$ cat config.mk
export PLATFORM = sky130hd
export DESIGN_NAME = ecg_sample_uart_packetizer
export DESIGN_NICKNAME = d
export VERILOG_FILES = /design/src/rtl/ecg_pkg.sv /design/src/rtl/uart_tx_8n1.sv /design/src/rtl/ecg_sample_uart_packetizer.sv
export SDC_FILE = /design/constraint.sdc
export NUM_CORES = 1
export LEC_CHECK = 0
export CAP_MARGIN = 20
export CORE_UTILIZATION = 40
export CTS_CLUSTER_DIAMETER = 60
export DETAILED_ROUTE_END_ITERATION = 8
export HOLD_SLACK_MARGIN = 0.08
export PLACE_DENSITY = 0.61
export SYNTH_ARGS = -nofsm -noshare
export SYNTH_HDL_FRONTEND = slang
export SYNTH_SLANG_ARGS = --single-unit
export TNS_END_PERCENT = 50
$ cat constraint.sdc
create_clock -name clk -period 4.85 [get_ports clk]
set_input_delay 0.97 -clock clk [delete_from_list [all_inputs] [get_ports clk]]
set_output_delay 0.97 -clock clk [all_outputs]
set_load 0.01 [all_outputs]
$ cat src/rtl/ecg_pkg.sv
// ecg_pkg: shared types and constants for the ECG sample UART packetizer.
//   SMPL_W        sample width from the MCP3202 sampler
//   FRAME_SYNC    default frame header byte
//   frame_state_e frame FSM states
//   clks_per_bit  system clocks per UART bit, truncated
package ecg_pkg;

    localparam int unsigned SMPL_W     = 12;
    localparam logic [7:0]  FRAME_SYNC = 8'hA5;

    typedef logic [SMPL_W-1:0] sample_t;

    typedef enum logic [1:0] {
        IDLE,
        SYNC,
        HI,
        LO
    } frame_state_e;

    function automatic int unsigned clks_per_bit(input int unsigned fclk, input int unsigned baud);
        return fclk / baud;
    endfunction

endpackage

$ cat src/rtl/uart_tx_8n1.sv
// uart_tx_8n1: 8N1 UART transmitter (start bit, 8 data bits LSB first, stop bit).
//   clk, rst_n  clock, asynchronous active-low reset
//   start       load din and begin a byte (accepted when idle or on the last stop-bit clock)
//   din         byte to send
//   tx          serial output, idle high
//   done        1-clk pulse during the last clock of the stop bit
module uart_tx_8n1 #(
    parameter int unsigned CLKS_PER_BIT = 868
) (
    input  logic       clk,
    input  logic       rst_n,
    input  logic       start,
    input  logic [7:0] din,
    output logic       tx,
    output logic       done
);

    localparam int unsigned CNT_W = (CLKS_PER_BIT > 1) ? $clog2(CLKS_PER_BIT) : 1;

    logic             busy_q;
    logic [CNT_W-1:0] cnt;
    logic [3:0]       bit_idx;
    logic [8:0]       shreg;    // remaining data bits plus stop bit
    logic             last_c;
    logic             accept_c;

    // A new byte may be loaded on the final stop-bit clock so bytes abut with no idle time.
    assign last_c   = busy_q && (cnt == CNT_W'(CLKS_PER_BIT - 1)) && (bit_idx == 4'd9);
    assign accept_c = start && (!busy_q || last_c);

    // Baud counter, bit index and shift register.
    always_ff @(posedge clk or negedge rst_n) begin
        if (!rst_n) begin
            busy_q  <= 1'b0;
            cnt     <= '0;
            bit_idx <= '0;
            shreg   <= '1;
            tx      <= 1'b1;
            done    <= 1'b0;
        end else begin
            done <= busy_q && (bit_idx == 4'd9) && (cnt == CNT_W'(CLKS_PER_BIT - 2));
            if (accept_c) begin
                busy_q  <= 1'b1;
                cnt     <= '0;
                bit_idx <= '0;
                shreg   <= {1'b1, din};
                tx      <= 1'b0;
            end else if (busy_q) begin
                if (cnt == CNT_W'(CLKS_PER_BIT - 1)) begin
                    cnt <= '0;
                    if (bit_idx == 4'd9) begin
                        busy_q <= 1'b0;
                        tx     <= 1'b1;
                    end else begin
                        bit_idx <= bit_idx + 4'd1;
                        tx      <= shreg[0];
                        shreg   <= {1'b1, shreg[8:1]};
                    end
                end else begin
                    cnt <= cnt + CNT_W'(1);
                end
            end
        end
    end

endmodule

$ cat src/rtl/ecg_sample_uart_packetizer.sv
// ecg_sample_uart_packetizer: captures 12-bit samples on dv rising edges into a FIFO and
// sends each one over UART 8N1 as the frame {SYNC_BYTE, {4'h0,data[11:8]}, data[7:0]}.
//   clk, rst_n  clock, asynchronous active-low reset (deassertion synchronised internally)
//   data, dv    sample and its valid level from the SPI sampler
//   uart_tx     serial output, idle high
//   busy        frame in progress or FIFO non-empty
//   overflow    sticky, a sample was dropped on a full FIFO
//   fifo_cnt    FIFO occupancy
module ecg_sample_uart_packetizer
    import ecg_pkg::*;
#(
    parameter int unsigned FCLK      = 100_000_000,
    parameter int unsigned BAUD      = 115_200,
    parameter int unsigned FIFO_AW   = 2,
    parameter logic [7:0]  SYNC_BYTE = FRAME_SYNC
) (
    input  logic              clk,
    input  logic              rst_n,
    input  logic [SMPL_W-1:0] data,
    input  logic              dv,
    output logic              uart_tx,
    output logic              busy,
    output logic              overflow,
    output logic [FIFO_AW:0]  fifo_cnt
);

    localparam int unsigned CPB   = clks_per_bit(FCLK, BAUD);
    localparam int unsigned DEPTH = 1 << FIFO_AW;
    localparam int unsigned CNT_W = FIFO_AW + 1;

    logic [1:0]         rst_sync;
    logic               rst_int_n;
    logic               dv_q;
    logic               push_c;
    logic               pop_c;
    logic               full_c;
    logic               empty_c;
    logic               wr_en_c;
    logic               drop_c;
    logic [CNT_W-1:0]   cnt_nx_c;
    sample_t            mem [DEPTH];
    logic [FIFO_AW-1:0] wr_ptr;
    logic [FIFO_AW-1:0] rd_ptr;
    sample_t            hold;
    frame_state_e       state;
    frame_state_e       state_nx;
    logic               issued;
    logic               issued_nx;
    logic               start_c;
    logic [7:0]         tx_byte_c;
    logic               tx_done;

    function automatic logic [7:0] byte_for(input frame_state_e s, input sample_t h);
        case (s)
            HI:      return {4'h0, h[SMPL_W-1:8]};
            LO:      return h[7:0];
            default: return SYNC_BYTE;
        endcase
    endfunction

    // Reset: asserts asynchronously, releases on a clock edge.
    always_ff @(posedge clk or negedge rst_n) begin
        if (!rst_n) rst_sync <= 2'b00;
        else        rst_sync <= {rst_sync[0], 1'b1};
    end
    assign rst_int_n = rst_sync[1];

    // dv edge detect: one push per rising edge.
    always_ff @(posedge clk or negedge rst_int_n) begin
        if (!rst_int_n) dv_q <= 1'b0;
        else            dv_q <= dv;
    end
    assign push_c = dv && !dv_q;

    assign full_c  = (fifo_cnt == CNT_W'(DEPTH));
    assign empty_c = (fifo_cnt == '0);
    // A full FIFO still accepts a push when the head is popped in the same cycle.
    assign wr_en_c = push_c && (!full_c || pop_c);
    assign drop_c  = push_c && full_c && !pop_c;

    always_comb begin
        cnt_nx_c = fifo_cnt;
        if (wr_en_c && !pop_c)      cnt_nx_c = fifo_cnt + CNT_W'(1);
        else if (!wr_en_c && pop_c) cnt_nx_c = fifo_cnt - CNT_W'(1);
    end

    // FIFO storage, no reset needed.
    always_ff @(posedge clk) begin
        if (wr_en_c) mem[wr_ptr] <= data;
    end

    // FIFO pointers, occupancy, overflow flag and busy.
    always_ff @(posedge clk or negedge rst_int_n) begin
        if (!rst_int_n) begin
            wr_ptr   <= '0;
            rd_ptr   <= '0;
            fifo_cnt <= '0;
            overflow <= 1'b0;
            busy     <= 1'b0;
        end else begin
            if (wr_en_c) wr_ptr <= wr_ptr + FIFO_AW'(1);
            if (pop_c)   rd_ptr <= rd_ptr + FIFO_AW'(1);
            fifo_cnt <= cnt_nx_c;
            if (drop_c) overflow <= 1'b1;
            busy     <= (state_nx != IDLE) || (cnt_nx_c != '0);
        end
    end

    // Frame FSM state register plus holding register.
    always_ff @(posedge clk or negedge rst_int_n) begin
        if (!rst_int_n) begin
            state  <= IDLE;
            issued <= 1'b0;
            hold   <= '0;
        end else begin
            state  <= state_nx;
            issued <= issued_nx;
            if (pop_c) hold <= mem[rd_ptr];
        end
    end

    // Frame FSM next state. On a done pulse the following byte is started in the same
    // cycle, which the UART accepts on its last stop-bit clock: no gap between bytes.
    always_comb begin
        state_nx  = state;
        issued_nx = issued;
        pop_c     = 1'b0;
        start_c   = 1'b0;
        case (state)
            IDLE: begin
                if (!empty_c) begin
                    pop_c     = 1'b1;
                    state_nx  = SYNC;
                    issued_nx = 1'b0;
                end
            end
            SYNC, HI, LO: begin
                if (!issued) begin
                    start_c   = 1'b1;
                    issued_nx = 1'b1;
                end else if (tx_done) begin
                    if (state == SYNC) begin
                        state_nx = HI;
                        start_c  = 1'b1;
                    end else if (state == HI) begin
                        state_nx = LO;
                        start_c  = 1'b1;
                    end else if (!empty_c) begin
                        pop_c    = 1'b1;
                        state_nx = SYNC;
                        start_c  = 1'b1;
                    end else begin
                        state_nx  = IDLE;
                        issued_nx = 1'b0;
                    end
                end
            end
            default: begin
                state_nx  = IDLE;
                issued_nx = 1'b0;
            end
        endcase
    end

    assign tx_byte_c = byte_for(state_nx, hold);

    uart_tx_8n1 #(
        .CLKS_PER_BIT(CPB)
    ) u_uart (
        .clk   (clk),
        .rst_n (rst_int_n),
        .start (start_c),
        .din   (tx_byte_c),
        .tx    (uart_tx),
        .done  (tx_done)
    );

endmodule

# Word-level counts from Yosys, hierarchy flattened

Memories as Yosys holds them, arrays and structs flattened. A register that Yosys moved wholly into a read port is not among the register bits.
Index checks and enable logic that the tools add are counted.

$mul: 0
Reductions and logical operators: 29
Equal/unequal tests: 11
Shift-type cells: 0
Multiplexer cells: 46
Divide/modulo/power cells: 0
Add/subtract/negate cells: 6
Bitwise operators: 0
$lt $le $gt $ge: 0

Operator list:

| cell                                          | number |
|---|---|
| two-way mux 9 bit                             | 4 |
| two-way mux 10 bit                            | 3 |
| two-way mux 1 bit                             | 24 |
| equality test 10 bit, second input constant   | 2 |
| two-way mux 4 bit                             | 4 |
| case mux 8 bit (2 select lines)               | 1 |
| logical AND 1 bit                             | 11 |
| adder 10 x 1 -> 10 bit, second input constant | 1 |
| two-way mux 2 bit                             | 5 |
| equality test 2 bit, second input constant    | 4 |
| logical NOT 1 bit                             | 6 |
| two-way mux 3 bit                             | 2 |
| nonzero test 2 bit                            | 3 |
| adder 2 x 1 -> 2 bit, second input constant   | 2 |
| adder 4 x 1 -> 4 bit, second input constant   | 1 |
| equality test 4 bit, second input constant    | 1 |
| case mux 1 bit (2 select lines)               | 2 |
| case mux 2 bit (2 select lines)               | 1 |
| adder 3 x 1 -> 3 bit, second input constant   | 1 |
| equality test 3 bit, second input constant    | 1 |
| logical NOT 3 bit                             | 1 |
| logical OR 1 bit                              | 3 |
| AND reduction 3 bit                           | 1 |
| nonzero test 3 bit                            | 1 |
| 7 further kinds                               | 7 |

Memory bits (writable): 48
Memory bits (read-only): 0
Word-level logic and storage cells: 108
Bits in latches: 0
Memories kept: 1
Input port bits: 15
Register bits after elaboration: 41
Output and inout bits: 6

Memory list:

| memory | depth | width | read ports | clocked after Yosys merged registers in | wr ports | RTL line                         | source |
|---|---|---|---|---|---|---|---|
| mem    | 4     | 12    | 1          | 1                                       | 1        | ecg_sample_uart_packetizer.sv:41 | `sample_t mem [DEPTH];` |

# Depth between registers and ports, before layout

Depth in word-level cells: 15
Gate-level depth with buffers: 9
Depth with buffers taken out: 8

# By module

From an unflattened synthesis, not the netlist that was laid out.

Cell total of the unflattened synthesis: 317
Area, all modules: 4551.9 µm²

By module, submodules not included:

| module                     | cells each | instances | seq. area each (µm²) | area an instance (µm²) |
|---|---|---|---|---|
| ecg_sample_uart_packetizer | 192        | 1         | 2117.0               | 3164.3 |
| uart_tx_8n1                | 125        | 1         | 636.9                | 1387.6 |

# Worst setup path after synthesis

No wires, ideal clock.

Kind: input -> register
From: input port dv
To: register busy
Data arrival time: 2.242 ns
Stages: 6
Buffers on the path: 1
Setup slack: 2.470 ns
Data required time: 4.711 ns
Cell sequence: nor2b_1 clkbuf_1 mux2i_1 a211oi_2 xnor2_1 or4_1

Word-level cells in the longest chain between the ends: 8
Elaborated cells on any way between the ends: 9
Classes of those cells: mux: 2; reduce/logical: 7

Ends and longest elaborated chain:

| what                   | RTL line                          | source |
|---|---|---|
| start: declaration     | ecg_sample_uart_packetizer.sv:20  | `input logic dv,` |
| logical AND 1 bit (*)  | ecg_sample_uart_packetizer.sv:73  | `assign push_c = dv && !dv_q;` |
| logical AND 1 bit (*)  | ecg_sample_uart_packetizer.sv:78  | `assign wr_en_c = push_c && (!full_c \|\| pop_c);` |
| logical NOT 1 bit      | ecg_sample_uart_packetizer.sv:84  | `else if (!wr_en_c && pop_c) cnt_nx_c = fifo_cnt - CNT_W'(1);` |
| logical AND 1 bit      | ecg_sample_uart_packetizer.sv:84  |  |
| two-way mux 3 bit      | ecg_sample_uart_packetizer.sv:84  |  |
| two-way mux 3 bit (*)  | ecg_sample_uart_packetizer.sv:83  | `if (wr_en_c && !pop_c) cnt_nx_c = fifo_cnt + CNT_W'(1);` |
| named net cnt_nx_c[0]  | ecg_sample_uart_packetizer.sv:40  | `logic [CNT_W-1:0] cnt_nx_c;` |
| nonzero test 3 bit (*) | ecg_sample_uart_packetizer.sv:105 | `busy <= (state_nx != IDLE) \|\| (cnt_nx_c != '0);` |
| logical OR 1 bit (*)   | ecg_sample_uart_packetizer.sv:105 |  |
| end signal: assignment | ecg_sample_uart_packetizer.sv:105 |  |
| end: declaration       | ecg_sample_uart_packetizer.sv:22  | `output logic busy,` |

The timed path passes the listed nets; every way through them passes the cells marked *.
A chain may end at the register's enable or synchronous reset.

# Worst setup path after layout

From: register fifo_cnt[1]
To: register u_uart.bit_idx[3]

Word-level cells in the longest chain between the ends: 10
Elaborated cells on any way between the ends: 13
Classes of those cells: eq/ne: 1; mux: 7; reduce/logical: 5

Ends and longest elaborated chain:

| what                                                                                 | RTL line                          | source |
|---|---|---|
| start: declaration                                                                   | ecg_sample_uart_packetizer.sv:24  | `output logic [FIFO_AW:0] fifo_cnt` |
| start signal: assignment                                                             | ecg_sample_uart_packetizer.sv:103 | `fifo_cnt <= cnt_nx_c;` |
| logical NOT 3 bit (*)                                                                | ecg_sample_uart_packetizer.sv:76  | `assign empty_c = (fifo_cnt == '0);` |
| two-way mux 1 bit (*)                                                                | ecg_sample_uart_packetizer.sv:148 | `end else if (!empty_c) begin` |
| two-way mux 1 bit (*)                                                                | ecg_sample_uart_packetizer.sv:145 | `end else if (state == HI) begin` |
| two-way mux 1 bit (*)                                                                | ecg_sample_uart_packetizer.sv:142 | `if (state == SYNC) begin` |
| two-way mux 1 bit (*)                                                                | ecg_sample_uart_packetizer.sv:141 | `end else if (tx_done) begin` |
| two-way mux 1 bit (*)                                                                | ecg_sample_uart_packetizer.sv:138 | `if (!issued) begin` |
| two-way mux 1 bit (*)                                                                | ecg_sample_uart_packetizer.sv:129 | `case (state)` |
| logical AND 1 bit (*)                                                                | uart_tx_8n1.sv:29                 | `assign accept_c = start && (!busy_q \|\| last_c);` |
| != test 2 x 1 -> 1 bit (no source line) / nonzero test 2 bit (equally long branches) | n/a                               |  |
| AND reduction 3 bit (no source line)                                                 | n/a                               |  |
| end signal: assignment                                                               | uart_tx_8n1.sv:55                 | `bit_idx <= bit_idx + 4'd1;` |
| end: declaration                                                                     | uart_tx_8n1.sv:22                 | `logic [3:0] bit_idx;` |

Mark *: on every way between the ends. The rest lies on a longest branch, timed or not.

==> impl_metrics.yaml <==
place:
  gp_congestion: 0.786
  dp_hpwl_um: 5310
  portBuffers: 20
  dpl.cell_count: 480
setup_path:
  r2r_setup_slack_ps: 2090
  crit_chain: "inv_1 -> ha_1 -> nor4b_1 -> o22ai_1 -> o21ai_0 -> buf_2 -> or3_1 -> a21oi_1"
  r2r_start: "fifo_cnt[1]$_DFF_PN0_"
  r2r_end: "u_uart.bit_idx[3]$_DFFE_PN0P_"
  critPathRequiredTime_ps: 5070
  critical_path.max_fanout: 12
  setup.worst_path.start: "fifo_cnt[1]$_DFF_PN0_"
  r2r_cells: 8
  crit_slowest_cell: "nor4b_1"
  critical_path_class: "reg -> reg"
  cp_num_cells: 8
  slowest_delay_ps: 520
  arrival_ps: 2990
  critPathLaunchType: "flop"
  path_buf_inv: 2
  crit_path_end: "u_uart.bit_idx[3]$_DFFE_PN0P_"
  critPathCaptureType: "flop"
  cpLargestDelayFamily: "compound AO/OA/AOI/OAI gates"
synthesis:
  synth_area_um2: 4460
  synth_seq_cells: 100
  yosysUniqueCellTypes: 55
  synth-simple-area-share_pct: 10.6
  synth_xor_area_share_pct: 1.18
  synth_edf_count: 48
  synth_top_area_share_pct: 32.3
  postSynthAreaPerCell_um2: 13.4
  synthMuxAreaShare_pct: 9.56
  synthesis.nets: 362
  ys_async_sr_fraction_pct: 52.0
  synth_top_flop_cell: "edfxtp_1"
  ys_seq_area_share_pct: 61.7
  synth_top_family_by_area: "simple AND/OR/NAND/NOR gates"
  synth_compound_area_share_pct: 10.4
  ys_warn_count: 0
  synth_fa_ha_area_share_pct: 3.93
  syn-instance-count: 333
  synth_top_area_cell: "edfxtp_1"
  synth_area_leaders: "edfxtp_1 (32%), dfrtp_1 (24%), mux4_2 (6.1%)"
clock_network:
  cts_hold_buf: 0
  cts_tree: "built"
  post_cts_buffers: 0
  clk_path_buf_depth: 2
  root_buffer: "clkbuf_8"
  clkLatencyLatePin_ps: 370
  cts_num_sinks: 100
  cts_resized: 0
  cts_max_level: 3
  path_clk_slew_ps: 90
  cts_inserted_buffers: 9
timing:
  hold_violations: 0
  slew_viol_final: 0
  min_period_ps: 2760
  fin_crit_sh_pct: 57.0
  rsz0062_at_grt: "false"
  worst_pin_slew_ps: 843
  setup_viol: 0
  tns_ps: 0
  fmax_mhz: 362
  finClkSkew_ps: 14.2
  slew_headroom_pct: 43.8
floorplan:
  dieArea_um2: 11600
  rows: 38
  design.core.area_um2: 10800
  die_y_um: 108
  initial_core_util_pct: 41.2
  io_pins: 21
  dieWidth_um: 108
detailed_routing:
  dr.pass1.iters: 4
  via_per_inst: 5.37
  dr_total_vias: 2667
  ant_nets: 0
  route.detailed.drc: 0
  drt-initial-drc-count: 211
  wl_per_cell_um: 15.9
  routed_wl_um: 7890
job:
  drv_cap: 0
cells_and_area:
  final_common_cell: "edfxtp_1"
  drive_above_1_share_pct: 15.7
  instances_no_fill: 497
  diodes: 0
  layout_common_cells: "edfxtp_1 (48), dfrtp_1 (42), o21ai_0 (25)"
  area_growth_pct: 12.3
  nets: 381
run_status:
  status: "completed"
global_route:
  grt-ovfl-total: 0
  grt_antenna_before_repair: 0
  grt_pass1_wl_um: 13000
  grt_max_degree: 51
  first_global_vias: 2593
  track_usage_pct: 14.8
pwr:
  max-vdd-ir-drop_v: 0.000273
  p_int_mw: 1.36
  p_leak_nw: 1.90
  switching_power_mw: 0.453
  cellPowerDensity_nw_per_um2: 362
  p_sw_share_pct: 24.9
  pwr-share-comb_pct: 13.0
  p_clk_share_pct: 32.1
  share_seq_of_total_power_pct: 55.0
worst_hold_path:
  hp-class: "reg -> reg"
-- synthesized netlist by cell type (all sizes together) (3+ instances only) --
cell type / instances
xnor2: 6
a21oi: 11
mux2: 13
nand3b: 3
nand2b: 6
nand2: 24
o22ai: 3
a22oi: 3
a211oi: 3
dfrtp: 43
a31oi: 4
nand4: 4
nor3: 5
mux4: 12
and3: 5
dfstp: 9
nor2: 10
buf: 5
a32oi: 3
ha: 14
o211ai: 4
edfxtp: 48
clkbuf: 10
nand3: 11
and2: 8
inv: 12
o21ai: 25
-- routing by layer --
layer | wire length (µm) | vias to the layer above | GRT usage (%)
met2 | 4000 | 50 | 24.2
met4 | 61 | 0 | 4.40
li1 | - | 1290 | -
met1 | 3550 | 1322 | 19.2
met5 | 0 | - | 0
met3 | 278 | 5 | 4.12
-- worst reg2reg max path, stage by stage, from the launching register on --
cell and delay, ps:
dfrtp_1 410, inv_1 140, ha_1 390, nor4b_1 520, o22ai_1 330, o21ai_0 390, buf_2 260, or3_1 130
a21oi_1 60
-- logic make-up (layout without fill, tap and decap cells) --
| group | Yosys count | count (layout) |
|---|---|---|
| flip-flops | 100 | 100 |
| AND/OR/NAND/NOR | 88 | 88 |
| AO/OA/AOI/OAI | 71 | 71 |
| buffers and inverters | 27 | 51 |
| multiplexers | 26 | 26 |
| adder cells (fa/ha/maj) | 14 | 14 |
| XOR/XNOR | 6 | 6 |
| other | 1 | 1 |
-- power by group through the flow --
stage	Combinational (mW)	Clock, mW	Sequential [mW]
after floorplan	0.148	0	1.01
after global placement	0.234	0	1.01
after detailed placement	0.241	0	1.02
after CTS	0.239	0.603	1.00
after global routing	0.263	0.633	1.01
final	0.235	0.582	0.999
-- area by class of cell --
cell class	instances	area, µm²
fillers	993	5830
flip-flops and latches	100	2760
multi-input cells	206	1600
repair buffers	23	220
well taps	140	175
clock buffers	11	131
clock inverters	5	86.3
inverters	12	45.0
-- sequential cells by signal, indices dropped and copies added (netlist names) --
signal and flops:
u_uart.cnt 10, u_uart.bit_idx 4, dv_q 1, busy 1, u_uart.busy_q 1, rst_sync 2
rd_ptr 2, overflow 1, issued 1, u_uart.shreg 8, wr_ptr 2, u_uart.done 1
u_uart.tx 1, fifo_cnt 3, state 2, hold 12, mem 48
-- per-stage QoR --
step / area, µm² / power, mW / hold WS, ps / setup slack [ps] / util [%]
after floorplan: 4460 / 1.16 / 331 / 2470 / -
final: 5010 / 1.82 / 364 / 2090 / 46.2
after global routing: 5010 / 1.90 / 375 / 1790 / 46.2
after detailed placement: 4790 / 1.26 / 339 / 1730 / 44.2
after CTS: 5010 / 1.84 / 372 / 1760 / 46.2
after global placement: 4790 / 1.25 / 336 / 1800 / 44.2
-- how the worst min path moves through the flow --
stage                           from                    end  cells past startpoint
3_3_place_gp   rst_sync[0]$_DFF_PN0_  rst_sync[1]$_DFF_PN0_                      0
6_report       rst_sync[0]$_DFF_PN0_  rst_sync[1]$_DFF_PN0_                      0
5_1_grt        rst_sync[0]$_DFF_PN0_  rst_sync[1]$_DFF_PN0_                      0
3_5_place_dp   rst_sync[0]$_DFF_PN0_  rst_sync[1]$_DFF_PN0_                      0
4_1_cts        rst_sync[0]$_DFF_PN0_  rst_sync[1]$_DFF_PN0_                      0
2_1_floorplan  rst_sync[0]$_DFF_PN0_  rst_sync[1]$_DFF_PN0_                      0
Note: power is estimated with default switching activity, not from simulation.
